--- src/rtl/vga_timing_pkg.sv ---
// -----------------------------------------------------------------------------
// vga_timing_pkg
//   Display geometry shared by vga_timing_gen and pixel_color, so the raster
//   size is defined in one place. Defaults describe 640x480 at 60 Hz with an
//   800x525 total raster.
//   Contents:
//     POS_W              width of the hpos/vpos counters
//     H_* / V_*          visible area, porches and sync widths (pixels/lines)
//     H_TOTAL / V_TOTAL  derived full-raster sizes
// -----------------------------------------------------------------------------
package vga_timing_pkg;

  localparam int POS_W     = 10;

  localparam int H_DISPLAY = 640;
  localparam int H_FRONT   = 16;
  localparam int H_SYNC    = 96;
  localparam int H_BACK    = 48;

  localparam int V_DISPLAY = 480;
  localparam int V_FRONT   = 10;
  localparam int V_SYNC    = 2;
  localparam int V_BACK    = 33;

  localparam int H_TOTAL   = H_DISPLAY + H_FRONT + H_SYNC + H_BACK;
  localparam int V_TOTAL   = V_DISPLAY + V_FRONT + V_SYNC + V_BACK;

endpackage

--- src/rtl/vga_axis_counter.sv ---
// -----------------------------------------------------------------------------
// vga_axis_counter
//   One raster axis: a 0..TOTAL-1 wrap counter with enable, plus the
//   active-area and sync-window flags for the value the counter takes on the
//   next edge. The parent registers those flags itself, so every derived
//   output lines up with the registered count with zero relative latency.
//   Ports:
//     clk, rst_n   clock, synchronous active-low reset (count -> 0)
//     en           advance enable; count holds while low
//     count        registered position
//     wrap         high while en is set and count is TOTAL-1 (wraps this edge)
//     active_nxt   next count lies in [0, ACT_END)
//     sync_nxt     next count lies in [SYNC_START, SYNC_END)
// -----------------------------------------------------------------------------
module vga_axis_counter
  import vga_timing_pkg::*;
#(
  parameter int W          = POS_W,
  parameter int TOTAL      = H_TOTAL,
  parameter int ACT_END    = H_DISPLAY,
  parameter int SYNC_START = H_DISPLAY + H_FRONT,
  parameter int SYNC_END   = H_DISPLAY + H_FRONT + H_SYNC
) (
  input  logic         clk,
  input  logic         rst_n,
  input  logic         en,
  output logic [W-1:0] count,
  output logic         wrap,
  output logic         active_nxt,
  output logic         sync_nxt
);

  localparam logic [W-1:0] LAST   = W'(TOTAL - 1);
  // Window bounds may equal 2**W, so compare with one spare bit.
  localparam logic [W:0]   ACT_X  = (W+1)'(ACT_END);
  localparam logic [W:0]   SYNC_S = (W+1)'(SYNC_START);
  localparam logic [W:0]   SYNC_E = (W+1)'(SYNC_END);

  logic [W-1:0] count_nxt;
  logic [W:0]   count_nxt_x;

  assign wrap = en && (count == LAST);

  always_comb begin
    count_nxt = count;
    if (en) begin
      count_nxt = wrap ? '0 : count + W'(1);
    end
  end

  assign count_nxt_x = {1'b0, count_nxt};
  assign active_nxt  = count_nxt_x < ACT_X;
  assign sync_nxt    = (count_nxt_x >= SYNC_S) && (count_nxt_x < SYNC_E);

  always_ff @(posedge clk) begin
    if (!rst_n) begin
      count <= '0;
    end else begin
      count <= count_nxt;
    end
  end

endmodule

--- src/rtl/vga_timing_gen.sv ---
// -----------------------------------------------------------------------------
// vga_timing_gen
//   Raster timing producer for pixel_color: hpos/vpos, visible, hsync/vsync
//   and line/frame strobes. Every output is registered on the same edge as
//   the counters, so on any cycle all outputs describe the same pixel.
//   Ports:
//     clk, rst_n    clock, synchronous active-low reset (raster -> (0,0),
//                   syncs inactive, no strobes)
//     pix_en        pixel advance qualifier
//     hpos, vpos    current column / line
//     visible       inside the H_DISPLAY x V_DISPLAY active area
//     hsync, vsync  syncs, active level HSYNC_POL / VSYNC_POL
//     line_start    one-clk pulse on the edge where hpos wraps to 0
//     frame_start   one-clk pulse on the edge where (hpos,vpos) wraps to (0,0)
//     frame_cnt     frames started since reset, mod 256
//                   (port present only when VGA_FRAME_CNT_EN is defined)
//
//   pix_en is a one-way qualifier with no back-pressure: an edge with pix_en
//   high advances one pixel, an edge with pix_en low holds every level output
//   and drives both strobes low. There is no ready; the consumer must keep up.
// -----------------------------------------------------------------------------
module vga_timing_gen
  import vga_timing_pkg::*;
#(
  parameter int H_DISPLAY = vga_timing_pkg::H_DISPLAY,
  parameter int H_FRONT   = vga_timing_pkg::H_FRONT,
  parameter int H_SYNC    = vga_timing_pkg::H_SYNC,
  parameter int H_BACK    = vga_timing_pkg::H_BACK,
  parameter int V_DISPLAY = vga_timing_pkg::V_DISPLAY,
  parameter int V_FRONT   = vga_timing_pkg::V_FRONT,
  parameter int V_SYNC    = vga_timing_pkg::V_SYNC,
  parameter int V_BACK    = vga_timing_pkg::V_BACK,
  parameter bit HSYNC_POL = 1'b0,
  parameter bit VSYNC_POL = 1'b0
) (
  input  logic             clk,
  input  logic             rst_n,
  input  logic             pix_en,
  output logic [POS_W-1:0] hpos,
  output logic [POS_W-1:0] vpos,
  output logic             visible,
  output logic             hsync,
  output logic             vsync,
  output logic             line_start,
  output logic             frame_start
`ifdef VGA_FRAME_CNT_EN
  ,
  output logic [7:0]       frame_cnt
`endif
);

  localparam int H_TOT = H_DISPLAY + H_FRONT + H_SYNC + H_BACK;
  localparam int V_TOT = V_DISPLAY + V_FRONT + V_SYNC + V_BACK;

  if (H_TOT > (1 << POS_W) || V_TOT > (1 << POS_W)) begin : g_total_check
    $error("vga_timing_gen: H_TOTAL or V_TOTAL exceeds the position counter range");
  end

  logic h_wrap, h_act_nxt, h_sync_nxt;
  logic v_wrap, v_act_nxt, v_sync_nxt;

  vga_axis_counter #(
    .W          (POS_W),
    .TOTAL      (H_TOT),
    .ACT_END    (H_DISPLAY),
    .SYNC_START (H_DISPLAY + H_FRONT),
    .SYNC_END   (H_DISPLAY + H_FRONT + H_SYNC)
  ) u_h_axis (
    .clk        (clk),
    .rst_n      (rst_n),
    .en         (pix_en),
    .count      (hpos),
    .wrap       (h_wrap),
    .active_nxt (h_act_nxt),
    .sync_nxt   (h_sync_nxt)
  );

  // The line counter only moves on the pixel edge that ends a line, which
  // also makes vsync change exactly together with the hpos wrap.
  vga_axis_counter #(
    .W          (POS_W),
    .TOTAL      (V_TOT),
    .ACT_END    (V_DISPLAY),
    .SYNC_START (V_DISPLAY + V_FRONT),
    .SYNC_END   (V_DISPLAY + V_FRONT + V_SYNC)
  ) u_v_axis (
    .clk        (clk),
    .rst_n      (rst_n),
    .en         (pix_en & h_wrap),
    .count      (vpos),
    .wrap       (v_wrap),
    .active_nxt (v_act_nxt),
    .sync_nxt   (v_sync_nxt)
  );

  // The flags describe the next counter values, so registering them here
  // keeps them aligned with hpos/vpos. With pix_en low the next values equal
  // the current ones, so the levels hold naturally.
  always_ff @(posedge clk) begin
    if (!rst_n) begin
      visible     <= 1'b1;
      hsync       <= ~HSYNC_POL;
      vsync       <= ~VSYNC_POL;
      line_start  <= 1'b0;
      frame_start <= 1'b0;
    end else begin
      visible     <= h_act_nxt & v_act_nxt;
      hsync       <= h_sync_nxt ? HSYNC_POL : ~HSYNC_POL;
      vsync       <= v_sync_nxt ? VSYNC_POL : ~VSYNC_POL;
      line_start  <= h_wrap;
      frame_start <= h_wrap & v_wrap;
    end
  end

`ifdef VGA_FRAME_CNT_EN
  always_ff @(posedge clk) begin
    if (!rst_n) begin
      frame_cnt <= 8'd0;
    end else if (h_wrap & v_wrap) begin
      frame_cnt <= frame_cnt + 8'd1;
    end
  end
`endif

endmodule

--- config.mk ---
export PLATFORM = sky130hd
export DESIGN_NAME = vga_timing_gen
export DESIGN_NICKNAME = d
export VERILOG_FILES = /design/src/rtl/vga_timing_pkg.sv /design/src/rtl/vga_axis_counter.sv /design/src/rtl/vga_timing_gen.sv
export SDC_FILE = /design/constraint.sdc
export NUM_CORES = 1
export LEC_CHECK = 0
export BUFFER_PORTS_ARGS = -buffer_cell sky130_fd_sc_hd__buf_2
export CORE_MARGIN = 3
export CORE_UTILIZATION = 35
export DETAILED_ROUTE_END_ITERATION = 8
export PLACE_DENSITY = 0.6
export SETUP_SLACK_MARGIN = 0.1
export SKIP_CTS_REPAIR_TIMING = 1
export SLEW_MARGIN = 20
export SYNTH_ARGS = -nofsm -noshare
export SYNTH_HDL_FRONTEND = slang
export SYNTH_SLANG_ARGS = --single-unit
--- constraint.sdc ---
create_clock -name clk -period 2.4 [get_ports clk]
set_input_delay 0.36 -clock clk [delete_from_list [all_inputs] [get_ports clk]]
set_output_delay 0.36 -clock clk [all_outputs]
set_load 0.1 [all_outputs]
== Word-level counts from Yosys, hierarchy flattened ==
Cells that the tools add are included.

* Register bits after elaboration: 25
* Bits in latches: 0
* Bits in writable memories: 0
* Memory bits (read-only): 0
* Bits of input ports: 3
* Output and inout bits: 25
* Word-level logic and storage cells: 30
* Memories kept: 0

* Add/sub/neg operators: 2
* Multipliers: 0
* Div/mod/pow operators: 0
* Order comparisons: 6
* Eq/ne operators: 2
* Shift-type cells: 0
* Muxes and demuxes: 6
* Bitwise logic cells: 3
* Reduce and logical (&&, ||, !) cells: 4

{| class="wikitable"
|+ Operators with widths
! kind !! number
|-
| 10-bit 2-to-1 mux || 4
|-
| 10-bit by 1-bit adder with 10-bit output (second input constant) || 2
|-
| 10-bit == test (second input constant) || 2
|-
| 10-bit less-than comparator (second input constant) || 2
|-
| 10-bit by 9-bit less-than comparator with 1-bit output (second input constant) || 2
|-
| 10-bit greater-or-equal comparator (second input constant) || 1
|-
| 10-bit by 9-bit greater-or-equal comparator with 1-bit output (second input constant) || 1
|-
| 1-bit logical AND || 4
|-
| 1-bit AND || 3
|-
| 1-bit 2-to-1 mux || 2
|}

== Longest topological paths before layout ==
Gate-level depths: netlist of run 1.

* Depth in word-level cells: 9
* Mapped depth: 9

== Cells and area by module ==
A second synthesis of run 1 with hierarchy kept.

* Cells, all modules: 171
* Area, all modules: 1462.7 um2

{| class="wikitable"
|+ By module, submodules not included
! module !! instances !! cells each !! area each (um2) !! sequential area each (um2)
|-
| vga_axis_counter (u_h_axis) || 1 || 79 || 674.4 || 200.2
|-
| vga_axis_counter (u_v_axis) || 1 || 81 || 649.4 || 200.2
|-
| vga_timing_gen || 1 || 11 || 138.9 || 100.1
|}

== Worst setup path before layout of run 1 ==
No wires, ideal clock.

* Path kind: reg-to-reg
* Start point: register u_h_axis.count[1]
* End point: register vsync
* Library setup time: 0.147 ns
* Arrival: 2.719 ns
* Data required time: 2.253 ns
* Setup slack: -0.466 ns
* Stages on the path, launching flop included: 8
* Path buffers: 1
* Clock period less this slack: 2.866 ns
* Cell sequence: dfxtp_1 ha_1 and4_1 buf_4 nand4_1 or4_1 a32oi_1 o2111ai_1

* Cells in the longest elaborated chain, start to end: 9

{| class="wikitable"
|+ Ends and longest elaborated chain
! what !! line !! text
|-
| start: declaration || vga_axis_counter.sv:27 || <nowiki>output logic [W-1:0] count,</nowiki>
|-
| start signal: assignment || vga_axis_counter.sv:59 || <nowiki>count <= count_nxt;</nowiki>
|-
| 10-bit == test * || vga_axis_counter.sv:42 || <nowiki>assign wrap = en && (count == LAST);</nowiki>
|-
| 1-bit logical AND * || vga_axis_counter.sv:42 ||
|-
| 1-bit AND * || vga_timing_gen.sv:89 || <nowiki>.en (pix_en & h_wrap),</nowiki>
|-
| 1-bit logical AND || vga_axis_counter.sv:42 ||
|-
| 10-bit 2-to-1 mux || vga_axis_counter.sv:47 || <nowiki>count_nxt = wrap ? '0 : count + W'(1);</nowiki>
|-
| 10-bit 2-to-1 mux * || vga_axis_counter.sv:46 || <nowiki>if (en) begin</nowiki>
|-
| 10-bit by 9-bit greater-or-equal comparator with 1-bit output / 10-bit by 9-bit less-than comparator with 1-bit output (equally long branches) || vga_axis_counter.sv:53 || <nowiki>assign sync_nxt = (count_nxt_x >= SYNC_S) && (count_nxt_x < SYNC_E);</nowiki>
|-
| 1-bit logical AND * || vga_axis_counter.sv:53 ||
|-
| 1-bit 2-to-1 mux * || vga_timing_gen.sv:109 || <nowiki>vsync <= v_sync_nxt ? VSYNC_POL : ~VSYNC_POL;</nowiki>
|-
| end signal: assignment || vga_timing_gen.sv:103 || <nowiki>vsync <= ~VSYNC_POL;</nowiki>
|-
| end signal: assignment || vga_timing_gen.sv:109 ||
|-
| end: declaration || vga_timing_gen.sv:43 || <nowiki>output logic vsync,</nowiki>
|}

Mark *: on every way between the ends. The rest lies on a longest branch, timed or not.
A chain may end at the register's enable or synchronous reset.

== Worst setup path in the final report of run 1 ==
Ends and elaborated chain as after synthesis.

==> qor.yml, run 1 <==
outcome: "finished, final reports clean"
clk_path_buf_depth: 2
die_area_sq_um: 5014
power_leakage_nw: 0.6308
wirelength_microns: 3625
fp.dieH_microns: 70.81
nFillCells: 412
cp_data_arrival_time_ps: 2270
antenna_found_initial: 0
ys_async_sr_fraction_pct: 0
drtIter0Drc: 115
setup_viol: 0
coreArea_sq_um: 3854
gr-usage-all-layers_pct: 14.90
synthTopCellsByArea: "dfxtp_1, nor2_1, a21oi_1"
synth_edf_count: 0
seqCellArea_sq_um: 540.5
post-route-period-util_pct: 88.87
grt_max_degree: 20
clock_latency_ps: 270
grt_pass1_wl_microns: 6134
max_freq_mhz: 468.8
synth_top_area_cell: "dfxtp_1"
worst_pin_slew_ps: 489.9
finalHoldViolCount: 0
drive_above_1_share_pct: 34.67
via_count: 1401
start_util_pct: 38.15
ys_seq_elements: 25
path_cells: "ha_2 -> and4_1 -> nand4_1 -> or4_1 -> a32oi_2 -> o2111ai_1"
cts_tree: "yes"
worstPathRequired_ps: 2530
ys_types: 47
synth_ff_type: "dfxtp_1"
row_count: 22
synth_top_area_share_pct: 34.04
area.growth.synth_to_final_pct: 16.60
ios: 28
via_per_inst: 5.672
grt-ovfl-total: 0
firstDrtPassIters: 4
ys_warn_count: 0
netlist_instances: 177
synthAdderAreaFrac_pct: 2.553
numPortBuffers: 27
route.detailed.drc: 0
insertedDiodeCount: 0
rsz0062_at_grt: "false"
yosysSeqAreaShare_pct: 34.04
dpl.hpwl_microns: 2625
cts_buffers: 3
synth_compound_area_share_pct: 15.06
fin_nets: 206
synth-xor-area-share_pct: 6.553
clk_pin_slew_ps: 90
cp_slowest_cell: "or4_1"
finClkSkew_ps: 4.132
syn-num-nets: 183
relSlewSlack_pct: 67.56
routedWlPerCell_microns: 14.68
ant_nets: 0
cp-start-kind: "flip-flop"
drv_slew: 0
p_per_area_nw_per_um2: 429.7
crit_fanout: 7
place.gp.congestion: 0.9413
synthesis.area_sq_um: 1470
max-vdd-ir-drop_uv: 232.2
synth_top_family_by_area: "simple AND/OR/NAND/NOR gates"
htree_levels: 1
first_global_vias: 1281
clockRootBuffer: "clkbuf_8"
setup_slack_ps: 267.1
synth_common_cells: "dfxtp_1, nor2_1, nand2_1, a21oi_1"
cts.sinks: 25
end_kind: "flip-flop"
synth_mux_area_share_pct: 1.532
synth_most_common_cell: "dfxtp_1"
multi_input_area_sq_um: 887.1
hp-class: "in -> reg"
slowest_delay_ps: 560
cap_viol_max_count: 0
synth.avg_cell_area_sq_um: 8.306
criticalPathCategory: "reg -> reg"
synth_simple_gate_area_share_pct: 33.79
chipWidth_microns: 70.81
period_minus_slack_ps: 2133
tns_ps: 0
dp_slack_ps: 240.3
-- worst max-delay path, delay by kind of cell (launching register included) --
family | cells | cell delay, ps
flip-flops | 1 | 370
AND/OR/NAND/NOR | 3 | 970
AO/OA/AOI/OAI | 2 | 440
adder cells (fa/ha/maj) | 1 | 220
-- routing by layer --
metal	global-route usage (%)	vias up	routed length, microns	share of wire (%)
met5	0	-	0	0
met4	4.175	0	35	0.97
met3	4.261	7	155	4.3
met2	24.00	33	1678	46
met1	19.43	669	1756	48
li1	-	692	-	-
-- kinds of logic (layout without fill, tap and decap cells) --
logic type | Yosys count | after routing
and+or+nand+nor | 87 | 87
AOI/OAI and AO/OA | 31 | 31
DFF | 25 | 25
buffers and inverters | 18 | 40
xor gates and xnor gates | 11 | 11
adders and majority gates | 3 | 3
muxes | 2 | 2
-- cell usage in the layout, fill, tap and decap left out, drive strengths merged, types with 4 or more instances in the layout --
cell    n
nor3    8
xnor2   5
nand4   8
a21oi  11
inv     6
buf    30
dfxtp  25
nand3   8
or3     4
xor2    6
and4    4
nor2   22
nor4b   5
nand2  13
o21ai   5
-- per-stage QoR --
step           instances  area (sq um)  hold WS, ps  total power [mW]  utilization, %
3_5_place_dp         243          1658        500.4            0.4960           43.02
2_1_floorplan        177          1513        492.2            0.4825               -
3_3_place_gp         243          1658        490.9            0.4947           43.02
6_report             247          1714        369.0            0.7365           44.48
4_1_cts              247          1704        364.9            0.7518           44.22
5_1_grt              247          1714        378.2            0.7684           44.48
-- registers in the layout (all words and copies together), names as in the netlist --
name / cells
u_v_axis.count: 10
line_start: 1
frame_start: 1
visible: 1
u_h_axis.count: 10
vsync: 1
hsync: 1
-- where the power goes --
group	switching, mW	leakage [nW]	internal [mW]
Clock	0.134	0.0255	0.116
Combinational	0.0526	0.392	0.0140
Sequential	0.00556	0.214	0.414
Total	0.192	0.631	0.544
-- cell type report --
| class | count | area share, % |
|---|---|---|
| clock inverter | 1 | 0.2920 |
| inverter | 6 | 1.314 |
| sequential | 25 | 31.53 |
| tap | 48 | 3.504 |
| multi-input combinational | 134 | 51.75 |
| clock buffer | 3 | 2.409 |
| timing repair buffer | 30 | 9.197 |
-- path summary, 6_finish.rpt --
kind	startpoint	to	slack, ps	cells past startpoint
min	rst_n	u_h_axis.count[5]	370	3
min reg2reg	u_h_axis.count[9]	u_h_axis.count[9]	520	1
max reg2reg	u_h_axis.count[1]	vsync	270	6
max	u_h_axis.count[1]	vsync	270	6
No activity file was read; power rests on OpenSTA's default activity.
==> inputs of run 2 (changes only) <==
Settings changed: TNS_END_PERCENT from default to 30.
Clock period 2.4 ns to 2.35 ns, I/O delays scaled along.
==> qor.yml, run 2 (synthesis gave the netlist of run 1 again) <==
route.detailed.drc: 0  # unchanged
drtIter0Drc: 104  # was 115
dp_slack_ps: 185.7  # was 240.3 ps
clk_pin_slew_ps: 90  # about the same
coreArea_sq_um: 3854  # unchanged
routedWlPerCell_microns: 14.64  # was 14.68 microns
worstPathRequired_ps: 2480  # was 2530 ps
dpl.hpwl_microns: 2623  # was 2625 microns
finClkSkew_ps: 3.943  # was 4.132 ps
chipWidth_microns: 70.81  # unchanged
grt_max_degree: 20  # unchanged
grt-ovfl-total: 0  # unchanged
via_count: 1366  # was 1,401
cts.sinks: 25  # unchanged
clockRootBuffer: "clkbuf_8"  # unchanged
gr-usage-all-layers_pct: 14.92  # was 14.90%
holdWs_ps: 376.2  # was 369.0 ps
max-vdd-ir-drop_uv: 239.2  # was 232.2 uV
top_regs: "u_h_axis.count x10, u_v_axis.count x10"  # unchanged
first_global_vias: 1260  # was 1,281
setup_viol: 0  # unchanged
numPortBuffers: 27  # unchanged
cp-start-kind: "flip-flop"  # unchanged
p_per_area_nw_per_um2: 436.3  # was 429.7 nW/um^2
cts_tree: "yes"  # unchanged
wirelength_microns: 3617  # was 3625 microns
power_mw: 0.7572  # was 0.7365 mW
clock_latency_ps: 270  # about the same
finalHoldViolCount: 0  # unchanged
period_minus_slack_ps: 2135  # was 2133 ps
cts_buffers: 3  # unchanged
outcome: "finished, final reports clean"  # unchanged
drive_above_1_share_pct: 34.17  # was 34.67%
cp_data_arrival_time_ps: 2260  # was 2270 ps
hp-class: "in -> reg"  # unchanged
end_kind: "flip-flop"  # unchanged
fp.dieH_microns: 70.81  # unchanged
row_count: 22  # unchanged
antenna_found_initial: 0  # unchanged
criticalPathCategory: "reg -> reg"  # unchanged
power_leakage_nw: 0.6441  # was 0.6308 nW
final_common_cell: "buf_2"  # unchanged
utilization_pct: 45.03  # was 44.48%
fin_nets: 206  # unchanged
tns_ps: 0  # unchanged
drv_slew: 0  # unchanged
start_util_pct: 38.15  # unchanged
worst_pin_slew_ps: 489.8  # was 489.9 ps
place.gp.congestion: 0.8568  # was 0.9413
cap_viol_max_count: 0  # unchanged
ios: 28  # unchanged
via_per_inst: 5.530  # was 5.672
relSlewSlack_pct: 67.57  # was 67.56%
clk_path_buf_depth: 2  # unchanged
die_area_sq_um: 5014  # unchanged
firstDrtPassIters: 5  # was 4
htree_levels: 1  # unchanged
setup_slack_ps: 215.1  # was 267.1 ps
post-route-period-util_pct: 90.85  # was 88.87%
crit_fanout: 12  # was 7
area.growth.synth_to_final_pct: 18.04  # was 16.60%
insertedDiodeCount: 0  # unchanged
max_freq_mhz: 468.4  # was 468.8 MHz
rsz0062_at_grt: "false"  # unchanged
grt_pass1_wl_microns: 6223  # was 6134 microns
final_cell_mix: "buf_2, nor2_1, nand2_1, dfxtp_2, a21oi_1"  # was buf_2, nor2_1, dfxtp_2
ant_nets: 0  # unchanged
[run 2: worst paths after layout]
| kind | to | from | slack [ps] | depth (start not counted) |
|---|---|---|---|---|
| worst max register to register | vsync | u_h_axis.count[5] | 220 | 5 |
| worst min register to register | u_h_axis.count[9] | u_h_axis.count[9] | 510 | 1 |
| worst max-delay path | vsync | u_h_axis.count[5] | 220 | 5 |
| worst min-delay path | u_h_axis.count[5] | rst_n | 380 | 3 |
[run 2: power breakdown]
| group | total [mW] | leakage, nW | internal, mW | switching [mW] |
|---|---|---|---|---|
| logic | 0.0688 | 0.407 | 0.0149 | 0.0539 |
| registers | 0.427 | 0.214 | 0.420 | 0.00680 |
| clock network | 0.261 | 0.0228 | 0.121 | 0.140 |
[run 2: critical path, cell delays in order (launching register included)]
cell and delay (ps):
dfxtp_4 400, or4b_4 580, nor4_4 280, mux2_1 360, a32oi_2 220, o2111ai_1 150
[run 2: through the flow]
step                instances  area [sq um]
finish                    247          1735
global route              247          1735
CTS                       247          1718
detailed placement        243          1673
global placement          243          1673
floorplan                 177          1528
[run 2: area by class of cell]
cell class / instances / area (sq um)
clock buffer: 4 / 45.04
inverter: 6 / 22.52
tap: 48 / 60.06
multi-input combinational: 134 / 904.6
timing repair buffer: 30 / 157.7
fill: 408 / 2118
sequential: 25 / 545.5
[run 2: per-layer routing]
| metal | share of wire [%] | global-route usage, % |
|---|---|---|
| met1 | 48 | 22.00 |
| met2 | 46 | 22.35 |
| met3 | 4.7 | 2.699 |
| met4 | 1.1 | 3.758 |
| met5 | 0 | 0 |
==> inputs of run 3 (changes only) <==
Settings changed: RECOVER_POWER from default to 100.
==> qor.yml, run 3 (synthesis gave the netlist of run 1 again) <==
end_kind: "flip-flop"  # unchanged
coreArea_sq_um: 3854  # unchanged
period_minus_slack_ps: 2181  # was 2135 ps
drtIter0Drc: 142  # was 104
min_from: "rst_n"  # unchanged
power_leakage_nw: 0.5420  # was 0.6441 nW
cap_viol_max_count: 0  # unchanged
fin_nets: 206  # unchanged
tns_ps: 0  # unchanged
switching_share_pct: 25.84  # was 26.50%
setup_viol: 0  # unchanged
route.detailed.drc: 0  # unchanged
drive_above_1_share_pct: 19.60  # was 34.17%
cp_slowest_cell: "or4_1"  # was or4b_4
cts_buffers: 3  # unchanged
final_common_cell: "clkbuf_1"  # was buf_2
insertedDiodeCount: 0  # unchanged
rsz0062_at_grt: "false"  # unchanged
crit_fanout: 7  # was 12
first_global_vias: 1260  # unchanged
firstDrtPassIters: 4  # was 5
htree_levels: 1  # unchanged
via_per_inst: 5.555  # was 5.530
timing.rr.start: "u_h_axis.count[0]"  # was u_h_axis.count[5]
p_per_area_nw_per_um2: 441.4  # was 436.3 nW/um^2
max-vdd-ir-drop_uv: 237.8  # was 239.2 uV
rrSetupSlack_ps: 170  # was 220 ps
grt_max_degree: 20  # unchanged
reg2reg_to: "vsync"  # unchanged
reg2regPathDepth: 6  # was 5
finalHoldViolCount: 0  # unchanged
via_count: 1372  # was 1,366
die_area_sq_um: 5014  # unchanged
path_cells: "ha_4 -> and4_1 -> nand4_1 -> or4_1 -> a32oi_2 -> o2111ai_1"  # was or4b_4 -> nor4_4 -> mux2_1 -> a32oi_2 -> o2111ai_1
top_regs: "u_h_axis.count x10, u_v_axis.count x10"  # unchanged
criticalPathCategory: "reg -> reg"  # unchanged
clk_pin_slew_ps: 90  # about the same
numPortBuffers: 27  # unchanged
cp-start-kind: "flip-flop"  # unchanged
p_int_mw: 0.5533  # was 0.5565 mW
finClkSkew_ps: 7.368  # was 3.943 ps
slowest_delay_ps: 570  # was 580 ps
whs_path_depth: 3  # unchanged
clock_latency_ps: 270  # about the same
gr-usage-all-layers_pct: 14.92  # unchanged
worstPathRequired_ps: 2470  # was 2480 ps
dpl.hpwl_microns: 2623  # unchanged
row_count: 22  # unchanged
clk_path_buf_depth: 2  # unchanged
sequentialPowerShare_pct: 57.2  # was 56.4%
grt_pass1_wl_microns: 6223  # unchanged
place.gp.congestion: 0.8568  # unchanged
hp-class: "in -> reg"  # unchanged
p_clk_share_pct: 34.0  # was 34.5%
cts_tree: "yes"  # unchanged
worst_pin_slew_ps: 1176  # was 489.8 ps
wirelength_microns: 3595  # was 3617 microns
grt-ovfl-total: 0  # unchanged
cp_data_arrival_time_ps: 2300  # was 2260 ps
post-route-period-util_pct: 92.82  # was 90.85%
max_freq_mhz: 458.5  # was 468.4 MHz
whs_endpoint: "u_h_axis.count[5]"  # unchanged
antenna_found_initial: 0  # unchanged
ios: 28  # unchanged
power_switching_mw: 0.1928  # was 0.2007 mW
area.growth.synth_to_final_pct: 14.98  # was 18.04%
power_mw: 0.7461  # was 0.7572 mW
fp.dieH_microns: 70.81  # unchanged
combPwrFrac_pct: 8.7  # was 9.1%
relSlewSlack_pct: 21.96  # was 67.57%
chipWidth_microns: 70.81  # unchanged
outcome: "finished, final reports clean"  # unchanged
ant_nets: 0  # unchanged
cts.sinks: 25  # unchanged
final_cell_mix: "clkbuf_1, nor2_1, nand2_1"  # was buf_2, nor2_1, nand2_1, dfxtp_2, a21oi_1
start_util_pct: 38.15  # unchanged
clockRootBuffer: "clkbuf_8"  # unchanged
routedWlPerCell_microns: 14.55  # was 14.64 microns
nFillCells: 410  # was 408
drv_slew: 0  # unchanged
run 3: changes by cell type in the layout (fill, tap and decap cells not counted):
cell	before	now
clkbuf_2	0	1
and4_2	1	0
o21ai_2	1	0
buf_4	3	2
clkbuf_1	1	26
nor3_2	1	0
and4_1	3	4
dfxtp_2	12	11
dfxtp_1	5	6
o21ai_0	4	5
buf_2	27	2
nor3_1	7	8
run 3: power groups by stage:
| stage | logic, mW | registers, mW | clock network, mW |
|---|---|---|---|
| finish | 0.0652 | 0.427 | 0.254 |
| global route | 0.0713 | 0.428 | 0.286 |
| CTS | 0.0688 | 0.427 | 0.270 |
| detailed placement | 0.0687 | 0.437 | 0 |
| global placement | 0.0683 | 0.436 | 0 |
| floorplan | 0.0254 | 0.467 | 0 |
run 3: cell type report:
cell class / instances / area (sq um) / share of cell area [%]
inverter: 6 / 22.52 / 1.332
tap: 48 / 60.06 / 3.553
clock buffer: 4 / 45.04 / 2.665
multi-input combinational: 134 / 894.6 / 52.92
sequential: 25 / 544.3 / 32.20
timing repair buffer: 30 / 123.9 / 7.328
run 3: worst max-delay path: cells and delay by family, from the launching register on:
family / cells / cell delay, ps
AOI/OAI and AO/OA: 2 / 440
adders and majority gates: 1 / 170
DFF: 1 / 390
and+or+nand+nor: 3 / 1040
run 3: layer usage:
layer	routed length, microns	track usage (%)	up-vias
li1	-	-	687
met1	1721	22.00	652
met2	1670	22.35	29
met3	163	2.699	4
met4	40	3.758	0
met5	0	0	-
run 3: how the worst max path moves through the flow:
stage | startpoint | endpoint
3_3_place_gp | u_h_axis.count[5] | vsync
5_1_grt | u_h_axis.count[0] | vsync
4_1_cts | u_h_axis.count[5] | vsync
6_report | u_h_axis.count[0] | vsync
2_1_floorplan | u_h_axis.count[2] | vsync
3_5_place_dp | u_h_axis.count[5] | vsync
run 3: through the flow:
stage          util [%]  std cells  instance area (sq um)  hold WS, ps  worst slack, ps
2_1_floorplan         -        177                   1528        484.7            103.5
3_3_place_gp      43.41        243                   1673        506.8            251.4
3_5_place_dp      43.41        243                   1673        500.9            185.7
4_1_cts           44.58        247                   1718        370.5            130.5
5_1_grt           43.86        247                   1690        386.3            64.35
6_report          43.86        247                   1690        369.1            168.8
